File: src/rtl/cwt_pkg.sv
// Shared state encoding, width helpers and default sizes for the CWT sequencer.
package cwt_pkg;

    localparam int unsigned DEF_N_POINTS    = 128;
    localparam int unsigned DEF_NUM_SCALES  = 15;
    localparam int unsigned DEF_LANES       = 32;
    localparam int unsigned DEF_MUL_LAT     = 1;
    localparam int unsigned DEF_TIMEOUT_CYC = 1023;

    typedef enum logic [2:0] {
        IDLE,
        FFT_WAIT,
        FFT_CAP,
        MUL,
        IFFT_GO,
        IFFT_WAIT,
        STORE,
        DONE
    } cwt_state_e;

    // Address width that never collapses to zero bits.
    function automatic int unsigned clog2_min1(input int unsigned v);
        return (v <= 1) ? 1 : $clog2(v);
    endfunction

    // Scale counter width: holds 0..num_scales.
    function automatic int unsigned scale_w(input int unsigned num_scales);
        return $clog2(num_scales) + 1;
    endfunction

endpackage

File: src/rtl/cwt_onehot_delay.sv
// Delays the bin index issued to the multiplier by MUL_LAT cycles and decodes it
// into the one-hot IFFT register-file enable. sel/vld are the values sel_mux takes next.
module cwt_onehot_delay
    import cwt_pkg::*;
#(
    parameter int unsigned N_POINTS = DEF_N_POINTS,
    parameter int unsigned MUL_LAT  = DEF_MUL_LAT
) (
    input  logic                        clk,
    input  logic                        rst,
    input  logic [$clog2(N_POINTS)-1:0] sel,
    input  logic                        vld,
    output logic [N_POINTS-1:0]         reg_en_ifft
);

    localparam int unsigned SW = $clog2(N_POINTS);
    localparam logic [N_POINTS-1:0] ONE = N_POINTS'(1);

    logic [SW-1:0] tap_sel;
    logic          tap_vld;

    if (MUL_LAT == 0) begin : g_direct
        assign tap_sel = sel;
        assign tap_vld = vld;
    end else begin : g_line
        logic [MUL_LAT-1:0][SW-1:0] sel_q;
        logic [MUL_LAT-1:0]         vld_q;

        // Index line is kept narrow; decoding happens only at the output register.
        always_ff @(posedge clk) begin
            if (!rst) begin
                sel_q <= '0;
                vld_q <= '0;
            end else begin
                sel_q[0] <= sel;
                vld_q[0] <= vld;
                for (int i = 1; i < MUL_LAT; i++) begin
                    sel_q[i] <= sel_q[i-1];
                    vld_q[i] <= vld_q[i-1];
                end
            end
        end

        assign tap_sel = sel_q[MUL_LAT-1];
        assign tap_vld = vld_q[MUL_LAT-1];
    end

    always_ff @(posedge clk) begin
        if (!rst) begin
            reg_en_ifft <= '0;
        end else begin
            reg_en_ifft <= tap_vld ? (ONE << tap_sel) : '0;
        end
    end

endmodule

File: src/rtl/cwt_sequencer_param.sv
// CWT frame sequencer: FFT capture, then per scale multiply / IFFT / bank store.
// Optional watchdog on the FFT and IFFT waits enabled by `define CWT_SEQ_TIMEOUT_EN.
module cwt_sequencer_param
    import cwt_pkg::*;
#(
    parameter int unsigned N_POINTS    = DEF_N_POINTS,
    parameter int unsigned NUM_SCALES  = DEF_NUM_SCALES,
    parameter int unsigned LANES       = DEF_LANES,
    parameter int unsigned MUL_LAT     = DEF_MUL_LAT,
    parameter int unsigned TIMEOUT_CYC = DEF_TIMEOUT_CYC
) (
    input  logic                                       clk,
    input  logic                                       rst,
    input  logic                                       fft_ready_inputs,
    input  logic                                       fft_correct,
    input  logic                                       ifft_correct,
    output logic [N_POINTS-1:0]                        reg_en_fft,
    output logic [$clog2(N_POINTS)-1:0]                sel_mux,
    output logic [$clog2(N_POINTS*NUM_SCALES)-1:0]     wavelet_rom_addr,
    output logic [N_POINTS-1:0]                        reg_en_ifft,
    output logic [clog2_min1(N_POINTS/LANES)-1:0]      ifft_sel_mux,
    output logic                                       ifft_ready_inputs,
    output logic [NUM_SCALES-1:0]                      scale_ram_we,
    output logic [clog2_min1(N_POINTS/LANES)-1:0]      scale_ram_addr,
    output logic [scale_w(NUM_SCALES)-1:0]             scale_idx,
    output logic                                       busy,
    output logic                                       done,
    output logic                                       err
);

    localparam int unsigned SW      = $clog2(N_POINTS);
    localparam int unsigned AW      = $clog2(N_POINTS * NUM_SCALES);
    localparam int unsigned G       = N_POINTS / LANES;
    localparam int unsigned GW      = clog2_min1(G);
    localparam int unsigned SCW     = scale_w(NUM_SCALES);
    localparam int unsigned MUL_CYC = N_POINTS + MUL_LAT;
    localparam int unsigned CW      = $clog2(MUL_CYC + 1);

    localparam logic [N_POINTS-1:0]   ALL_ONES  = '1;
    localparam logic [N_POINTS-1:0]   LANE_MASK = ALL_ONES >> (N_POINTS - LANES);
    localparam logic [NUM_SCALES-1:0] WE_ONE    = NUM_SCALES'(1);
    localparam logic [SCW-1:0]        LAST_SCL  = SCW'(NUM_SCALES - 1);

    if (((N_POINTS & (N_POINTS - 1)) != 0) || (N_POINTS < LANES) || (NUM_SCALES < 1) ||
        (NUM_SCALES > 32) || (MUL_LAT > 4) || (TIMEOUT_CYC < 1)) begin : g_bad_params
        $error("cwt_sequencer_param: illegal parameter set");
    end

    cwt_state_e     state;
    logic [CW-1:0]  cnt;
    logic [SCW-1:0] scale;
    logic           grp_last;
    logic           abort_c;

    logic           mul_vld_n;
    logic [SW-1:0]  mul_idx_n;
    logic [SCW-1:0] mul_scale_n;

    assign grp_last  = (cnt == CW'(G - 1));
    assign scale_idx = scale;

    // Bin/scale that the multiplier operands take on the coming cycle.
    always_comb begin
        mul_vld_n   = 1'b0;
        mul_idx_n   = '0;
        mul_scale_n = scale;
        if (state == FFT_CAP && grp_last) begin
            mul_vld_n   = 1'b1;
            mul_scale_n = '0;
        end else if (state == STORE && grp_last && scale != LAST_SCL) begin
            mul_vld_n   = 1'b1;
            mul_scale_n = SCW'(scale + 1'b1);
        end else if (state == MUL && cnt < CW'(N_POINTS - 1)) begin
            mul_vld_n = 1'b1;
            mul_idx_n = SW'(cnt + 1'b1);
        end
    end

    cwt_onehot_delay #(
        .N_POINTS (N_POINTS),
        .MUL_LAT  (MUL_LAT)
    ) u_onehot_delay (
        .clk         (clk),
        .rst         (rst),
        .sel         (mul_idx_n),
        .vld         (mul_vld_n),
        .reg_en_ifft (reg_en_ifft)
    );

    always_ff @(posedge clk) begin
        if (!rst) begin
            state             <= IDLE;
            cnt               <= '0;
            scale             <= '0;
            reg_en_fft        <= '0;
            sel_mux           <= '0;
            wavelet_rom_addr  <= '0;
            ifft_sel_mux      <= '0;
            ifft_ready_inputs <= 1'b0;
            scale_ram_we      <= '0;
            scale_ram_addr    <= '0;
            busy              <= 1'b0;
            done              <= 1'b0;
        end else begin
            reg_en_fft        <= '0;
            ifft_sel_mux      <= '0;
            ifft_ready_inputs <= 1'b0;
            scale_ram_we      <= '0;
            scale_ram_addr    <= '0;
            done              <= 1'b0;
            sel_mux           <= mul_idx_n;
            wavelet_rom_addr  <= mul_vld_n ? AW'({mul_scale_n, mul_idx_n}) : '0;

            case (state)
                IDLE: begin
                    if (fft_ready_inputs) begin
                        state <= FFT_WAIT;
                        busy  <= 1'b1;
                    end
                end
                FFT_WAIT: begin
                    if (fft_correct) begin
                        state      <= FFT_CAP;
                        cnt        <= '0;
                        reg_en_fft <= LANE_MASK;
                    end else if (abort_c) begin
                        state <= IDLE;
                        busy  <= 1'b0;
                    end
                end
                FFT_CAP: begin
                    if (grp_last) begin
                        state <= MUL;
                        cnt   <= '0;
                        scale <= '0;
                    end else begin
                        cnt        <= cnt + 1'b1;
                        reg_en_fft <= LANE_MASK << (LANES * (32'(cnt) + 1));
                    end
                end
                MUL: begin
                    if (cnt == CW'(MUL_CYC - 1)) begin
                        state             <= IFFT_GO;
                        ifft_ready_inputs <= 1'b1;
                    end else begin
                        cnt <= cnt + 1'b1;
                    end
                end
                IFFT_GO: begin
                    state <= IFFT_WAIT;
                end
                IFFT_WAIT: begin
                    if (ifft_correct) begin
                        state        <= STORE;
                        cnt          <= '0;
                        scale_ram_we <= WE_ONE << scale;
                    end else if (abort_c) begin
                        state <= IDLE;
                        busy  <= 1'b0;
                        scale <= '0;
                    end
                end
                STORE: begin
                    if (grp_last) begin
                        if (scale == LAST_SCL) begin
                            state <= DONE;
                            done  <= 1'b1;
                            busy  <= 1'b0;
                        end else begin
                            state <= MUL;
                            cnt   <= '0;
                            scale <= SCW'(scale + 1'b1);
                        end
                    end else begin
                        cnt            <= cnt + 1'b1;
                        ifft_sel_mux   <= GW'(cnt + 1'b1);
                        scale_ram_addr <= GW'(cnt + 1'b1);
                        scale_ram_we   <= WE_ONE << scale;
                    end
                end
                DONE: begin
                    state <= IDLE;
                    scale <= '0;
                end
                default: begin
                    state <= IDLE;
                end
            endcase
        end
    end

`ifdef CWT_SEQ_TIMEOUT_EN
    localparam int unsigned WDW = $clog2(TIMEOUT_CYC + 1);

    logic [WDW-1:0] wd;
    logic           in_wait;
    logic           pulse_c;

    assign in_wait = (state == FFT_WAIT) || (state == IFFT_WAIT);
    assign pulse_c = (state == FFT_WAIT) ? fft_correct : ifft_correct;
    assign abort_c = in_wait && !pulse_c && (wd == WDW'(TIMEOUT_CYC - 1));

    // Wait-cycle counter is zero outside the waits, so each wait starts from zero.
    always_ff @(posedge clk) begin
        if (!rst) begin
            wd  <= '0;
            err <= 1'b0;
        end else begin
            wd <= in_wait ? WDW'(wd + 1'b1) : '0;
            if (abort_c) begin
                err <= 1'b1;
            end
        end
    end
`else
    assign abort_c = 1'b0;
    assign err     = 1'b0;
`endif

endmodule
File: config.mk
export PLATFORM = sky130hd
export DESIGN_NAME = cwt_sequencer_param
export DESIGN_NICKNAME = d
export VERILOG_FILES = /design/src/rtl/cwt_pkg.sv /design/src/rtl/cwt_onehot_delay.sv /design/src/rtl/cwt_sequencer_param.sv
export SDC_FILE = /design/constraint.sdc
export NUM_CORES = 1
export LEC_CHECK = 0
export CORE_MARGIN = 2
export CORE_UTILIZATION = 42
export CTS_CLUSTER_DIAMETER = 30
export DETAILED_ROUTE_END_ITERATION = 7
export GPL_ROUTABILITY_DRIVEN = 0
export MAX_ROUTING_LAYER = met4
export PLACE_DENSITY = 0.81
export SLEW_MARGIN = 20
export SYNTH_ARGS = -nofsm -noshare
export SYNTH_HDL_FRONTEND = slang
export SYNTH_SLANG_ARGS = --single-unit
File: constraint.sdc
create_clock -name clk -period 2.79 [get_ports clk]
set_input_delay 0.279 -clock clk [delete_from_list [all_inputs] [get_ports clk]]
set_output_delay 0.279 -clock clk [all_outputs]
set_load 0.01 [all_outputs]
==> results.sh, run 1 <==
export IMPL_status="finished, final reports clean"
export IMPL_drt_iter0_markers=333
export IMPL_worstPathMaxFanout=12
export IMPL_ctsResizeCount=0
export IMPL_async_flop_share_pct=0
export IMPL_worstSkewPairLatency_ns=0.43
export IMPL_clock_sinks=187
export IMPL_vias=5373
export IMPL_syn_cell_area_um2=6840
export IMPL_rsz0062_at_grt="false"
export IMPL_slew_headroom_pct=38.5
export IMPL_synth_avg_cell_area_um2=9.34
export IMPL_hold_violations=0
export IMPL_numCtsBuffers=17
export IMPL_ys_seq_area_share_pct=54.8
export IMPL_grt_use_total_pct=21.5
export IMPL_finalSetupTns_ns=0
export IMPL_holdWs_ns=0.491
export IMPL_dr_pass1_iters=5
export IMPL_start_util_pct=43.0
export IMPL_synth_seq_cells=187
export IMPL_htreeDepth=4
export IMPL_routed_via_density=4.72
export IMPL_fin_crit_sh_pct=89.9
export IMPL_nFillCells=1299
export IMPL_cp_data_arrival_time_ns=2.82
export IMPL_worst_pin_slew_ns=0.921
export IMPL_grt_pass1_wl_um=28300
export IMPL_power_leakage_nw=3.45
export IMPL_synth_top_area_share_pct=54.8
export IMPL_syn_num_nets=745
export IMPL_die_x_um=132
export IMPL_ys_types=59
export IMPL_cts_root_buf="clkbuf_16"
export IMPL_design_core_area_um2=15900
export IMPL_antenna_cells=0
export IMPL_post_route_drc_count=0
export IMPL_drive_above_1_share_pct=5.86
export IMPL_ios=307
export IMPL_die_area_um2=17300
export IMPL_fmaxAchievable_ghz=0.399
export IMPL_crit_type="reg2reg"
export IMPL_vdd_drop_max_v=0.000452
export IMPL_post_synth_top_area_cell="dfxtp_1"
export IMPL_clockBufferDepth=2
export IMPL_dpl_hpwl_um=13900
export IMPL_setup_viol=0
export IMPL_area_growth_pct=42.8
export IMPL_powerDensity_nw_per_um2=582
export IMPL_ys_flop_type="dfxtp_1"
export IMPL_detail_route_antenna_nets=0
export IMPL_grt_max_degree=33
export IMPL_worst_path_largest_cell_delay_ns=0.60
export IMPL_min_path_type="reg2reg"
export IMPL_rows=46
export IMPL_netlist_top_cells_area="dfxtp_1 (55%), buf_4 (14%), nor2_1 (7.4%)"
export IMPL_portBuffers=305
export IMPL_dp_slack_ns=0.385
export IMPL_yosysWarnings=0
export IMPL_syn_inst=732
export IMPL_die_y_um=132
export IMPL_slew_violations=0
export IMPL_clkSlewWorstSetupHoldPaths_ns=0.07
export IMPL_path_cells="ha_1 -> nand2b_1 -> a2111oi_0 -> o211ai_1 -> o21ai_0 -> a21oi_1"
export IMPL_final_setup_skew_ns=0.00998
export IMPL_start_kind="flop"
export IMPL_final_core_util_pct=61.4
export IMPL_finalWorstSetupSlack_ns=0.282
export IMPL_ctsHoldBuffers=0
export IMPL_stdcell_area_um2=9760
export IMPL_final_nets=922
export IMPL_min_period_ns=2.51
export IMPL_end_kind="flop"
export IMPL_cap_violations=0
export IMPL_overflow=0
export IMPL_cts_tree="done"
export IMPL_synth_edf_count=0
export IMPL_synth_most_common_cell="dfxtp_1"
export IMPL_wl_um=18800
export IMPL_cts_setup_buffers=0
export IMPL_grt_pass1_vias=4909
export IMPL_grt_antenna_before_repair=0
export IMPL_wl_per_cell_um=16.5
export IMPL_dpl_instance_area_um2=9130
export IMPL_required_ns=3.10
export IMPL_synth_common_cells="dfxtp_1 (187), nor2_1 (134), buf_4 (128)"
export IMPL_cp_slowest_cell="a2111oi_0"
-- kinds of logic (layout without fill, tap and decap cells) --
logic type / Yosys count / in the layout / share of synthesized area [%]
other cells: 1 / 1 / 0.0549
xor+xnor: 3 / 3 / 0.384
fa+ha+maj: 8 / 8 / 1.46
compound gates: 66 / 66 / 6.50
buf+inv: 168 / 358 / 16.6
mux: 1 / 1 / 0.165
simple gates: 298 / 298 / 20.0
flops: 187 / 187 / 54.8
-- sequential cells by signal (all words and copies together) (netlist names) --
name and count:
reg_en_fft 4, busy 1, state 3, sel_mux 7
wavelet_rom_addr 11, scale_ram_we 15, done 1, u_onehot_delay.reg_en_ifft 128
u_onehot_delay.g_line.vld_q 1, ifft_ready_inputs 1, cnt 8, scale_ram_addr 2
scale_idx 5
-- cell usage in the layout (no fill, tap or decap), types with 2 or more instances in the layout --
| master | synthesis | final |
|---|---|---|
| nand3_1 | 16 | 16 |
| o211ai_1 | 3 | 3 |
| clkdlybuf4s50_1 | 0 | 305 |
| o31ai_1 | 2 | 2 |
| or3_1 | 5 | 5 |
| a21boi_0 | 2 | 2 |
| nand2b_1 | 7 | 7 |
| nand2_1 | 58 | 58 |
| a21o_1 | 4 | 4 |
| dfxtp_1 | 187 | 187 |
| o211a_1 | 2 | 2 |
| nor3_1 | 27 | 27 |
| a31oi_1 | 2 | 2 |
| inv_1 | 13 | 13 |
| nor2_1 | 134 | 134 |
| and2_1 | 7 | 7 |
| o22ai_1 | 2 | 2 |
| clkinv_8 | 0 | 5 |
| buf_4 | 128 | 8 |
| nor4_1 | 6 | 6 |
| nand3b_1 | 2 | 2 |
| xnor2_1 | 3 | 3 |
| nor2b_1 | 11 | 11 |
| a21oi_1 | 23 | 23 |
| and3_1 | 10 | 10 |
| nor3b_1 | 2 | 2 |
| or2_2 | 2 | 2 |
| o21ai_0 | 9 | 9 |
| clkbuf_16 | 0 | 17 |
| a211oi_1 | 3 | 3 |
| ha_1 | 8 | 8 |
| inv_6 | 0 | 5 |
-- report_power, final --
part	internal, mW	leakage [nW]	switching (mW)
registers	2.69	1.51	0.0505
clock network	1.32	0.301	1.16
logic	0.242	1.64	0.217
-- routing by layer --
layer | up-vias | share of wire, % | global-route usage (%)
met3 | 37 | 5.9 | 4.63
met1 | 2494 | 40 | 23.9
met5 | - | 0 | -
li1 | 2605 | - | -
met2 | 237 | 52 | 37.2
met4 | 0 | 2.9 | 9.60
-- metrics by stage --
step | total power [mW] | cells
after detailed placement | 3.26 | 1106
final | 5.68 | 1138
after floorplan | 3.13 | 732
after global placement | 3.25 | 1106
after CTS | 5.72 | 1138
after global routing | 5.88 | 1138
-- layout make-up --
class / count / area [um2] / area share [%]
Multi-Input combinational cell: 377 / 1960 / 20.0
Clock inverter: 14 / 190 / 1.95
Tap cell: 216 / 270 / 2.77
Sequential cell: 187 / 3740 / 38.4
Inverter: 13 / 48.8 / 0.500
Clock buffer: 18 / 439 / 4.50
Timing Repair Buffer: 313 / 3110 / 31.9
-- path summary, 6_finish.rpt --
path                              from  cells past startpoint           end  slack [ns]
worst max-delay path            cnt[0]                      6  scale_idx[3]        0.28
worst min-delay path              busy                      2          busy        0.49
worst max register to register  cnt[0]                      6  scale_idx[3]        0.28
worst min register to register    busy                      2          busy        0.49
-- critical path: cells and delay by family, from the launching register on --
kind	cells	cell delay, ns
AND/OR/NAND/NOR	1	0.25
AO/OA/AOI/OAI	4	1.19
adder cells (fa/ha/maj)	1	0.38
flip-flops	1	0.57
No activity file was read; power rests on OpenSTA's default activity.
==> inputs of run 2 (changes only) <==
--- a/config.mk
+++ b/config.mk
@@ -7,9 +7,11 @@
 export LEC_CHECK = 0
 export CORE_MARGIN = 2
 export CORE_UTILIZATION = 42
+export CTS_BUF_LIST = sky130_fd_sc_hd__clkbuf_16
 export CTS_CLUSTER_DIAMETER = 30
 export DETAILED_ROUTE_END_ITERATION = 7
 export GPL_ROUTABILITY_DRIVEN = 0
+export GPL_TIMING_DRIVEN = 0
 export MAX_ROUTING_LAYER = met4
 export PLACE_DENSITY = 0.81
 export SLEW_MARGIN = 20
==> results.sh, run 2 (synthesis gave the netlist of run 1 again) <==
export IMPL_finalNonFillerCells=1285
export IMPL_status="finished, final reports clean"
export IMPL_p_sw_share_pct=24.1
export IMPL_ff2ff_setup_slack_ns=0.29
export IMPL_wl_um=20300
export IMPL_worstPathMaxFanout=32
export IMPL_final_nets=1069
export IMPL_cts_root_buf="clkbuf_16"
export IMPL_mostFrequentLayoutCell="clkdlybuf4s50_1"
export IMPL_placed_cells=1253
export IMPL_start_kind="flop"
export IMPL_cts_setup_buffers=0
export IMPL_ios=307
export IMPL_numCtsBuffers=17
export IMPL_setup_viol=0
export IMPL_min_path_type="reg2reg"
export IMPL_nFillCells=1225
export IMPL_ctsHoldBuffers=0
export IMPL_grt_pass1_wl_um=31100
export IMPL_clockBufferDepth=2
export IMPL_vias=5948
export IMPL_antenna_cells=0
export IMPL_slew_headroom_pct=30.5
export IMPL_path_cells="buf_4 -> clkdlybuf4s50_1"
export IMPL_top_register="u_onehot_delay.reg_en_ifft"
export IMPL_htreeDepth=4
export IMPL_vdd_drop_max_v=0.000530
export IMPL_cp_data_arrival_time_ns=2.22
export IMPL_final_setup_skew_ns=0.0107
export IMPL_rows=46
export IMPL_worstHoldEndpoint="busy"
export IMPL_wl_per_cell_um=15.8
export IMPL_die_y_um=132
export IMPL_dr_pass1_iters=5
export IMPL_hold_start="busy"
export IMPL_power_internal_mw=4.41
export IMPL_finalSetupTns_ns=0
export IMPL_crit_type="reg2out"
export IMPL_worstSkewPairLatency_ns=0.43
export IMPL_post_route_drc_count=0
export IMPL_drt_iter0_markers=421
export IMPL_required_ns=2.51
export IMPL_portBuffers=305
export IMPL_dp_slack_ns=0.266
export IMPL_cap_violations=0
export IMPL_die_area_um2=17300
export IMPL_cts_tree="done"
export IMPL_grt_pass1_vias=5426
export IMPL_worst_path_largest_cell_delay_ns=1.01
export IMPL_grt_antenna_before_repair=0
export IMPL_ctsResizeCount=0
export IMPL_routed_via_density=4.63
export IMPL_p_sw_mw=1.40
export IMPL_detail_route_antenna_nets=0
export IMPL_clock_sinks=187
export IMPL_powerDensity_nw_per_um2=540
export IMPL_fmaxAchievable_ghz=0.399
export IMPL_r2r_start="cnt[1]"
export IMPL_p_comb_share_pct=11.0
export IMPL_largest_reg_flops=128
export IMPL_finalWorstSetupSlack_ns=0.286
export IMPL_start_util_pct=43.0
export IMPL_mostFrequentLayoutCells="clkdlybuf4s50_1 (305), dfxtp_1 (187), nor2_1 (134)"
export IMPL_clockPowerShare_pct=42.0
export IMPL_min_period_ns=2.50
export IMPL_grt_use_total_pct=23.4
export IMPL_drive_above_1_share_pct=16.7
export IMPL_cp_slowest_cell="dfxtp_1"
export IMPL_overflow=0
export IMPL_pwr_share_seq_pct=46.9
export IMPL_reg2regPathDepth=7
export IMPL_grt_max_degree=33
export IMPL_largestRegisters="u_onehot_delay.reg_en_ifft (128), scale_ram_we (15), wavelet_rom_addr (11)"
export IMPL_worst_pin_slew_ns=1.04
export IMPL_r2r_end="scale_idx[3]"
export IMPL_startpoint="reg_en_fft[63]"
export IMPL_fin_crit_sh_pct=89.7
export IMPL_die_x_um=132
export IMPL_holdWs_ns=0.482
export IMPL_area_growth_pct=57.5
export IMPL_power_leakage_nw=4.15
export IMPL_design_core_area_um2=15900
export IMPL_dpl_hpwl_um=15300
export IMPL_end_kind="primary output"
export IMPL_rsz0062_at_grt="false"
export IMPL_clkSlewWorstSetupHoldPaths_ns=0.07
export IMPL_hold_violations=0
export IMPL_holdPathStages=2
export IMPL_slew_violations=0
==> run 2: changes by cell type in the layout (fill, tap and decap cells not counted), moves of 2 or more <==
| cell | before | now |
|---|---|---|
| buf_4 | 8 | 128 |
| clkbuf_1 | 0 | 20 |
| buf_6 | 0 | 3 |
| clkinv_8 | 5 | 2 |
| buf_1 | 0 | 2 |
| buf_2 | 0 | 2 |
==> run 2: per-layer routing <==
metal  vias to the layer above  track usage (%)  part of all wire [%]
li1                       2914                -                     -
met1                      2726             27.0                    41
met2                       268             40.3                    51
met3                        40             4.44                   6.0
met4                         0             9.12                   2.8
met5                         -                -                     0
==> run 2: worst max path at each step <==
stage	to	slack (ns)
finish	reg_en_fft[40]	0.29
global route	scale_idx[3]	0.12
CTS	reg_en_fft[120]	0.24
detailed placement	scale_idx[3]	0.27
global placement	scale_idx[3]	0.26
floorplan	scale_idx[3]	0.67
==> run 2: layout make-up <==
| type | instances | area (um2) | share of cell area [%] |
|---|---|---|---|
| buffer | 155 | 1090 | 10.1 |
| clock buffer | 17 | 425 | 3.95 |
| tap | 216 | 270 | 2.51 |
| timing repair buffer | 305 | 3050 | 28.4 |
| multi-input combinational | 377 | 1960 | 18.2 |
| sequential | 187 | 3740 | 34.8 |
| clock inverter | 15 | 183 | 1.70 |
| inverter | 13 | 48.8 | 0.453 |
==> run 2: power groups by stage <==
stage          Sequential [mW]  Clock (mW)  Combinational, mW
6_report                  2.73        2.44              0.640
4_1_cts                   2.73        2.47              0.638
5_1_grt                   2.73        2.59              0.678
3_5_place_dp              2.79           0              0.637
3_3_place_gp              2.79           0              0.629
2_1_floorplan             2.78           0              0.345
==> run 2: worst max-delay path, delay by kind of cell, from the launching register on <==
kind     cells  cell delay [ns]
flops        1             1.01
buf+inv      2             0.79
==> run 2: through the flow <==
step / utilization [%] / area [um2] / total power [mW]
after floorplan: - / 6840 / 3.13
after global placement: 63.9 / 10200 / 3.42
after detailed placement: 63.9 / 10200 / 3.43
after CTS: 67.8 / 10800 / 5.84
after global routing: 67.8 / 10800 / 6.00
final: 67.8 / 10800 / 5.81
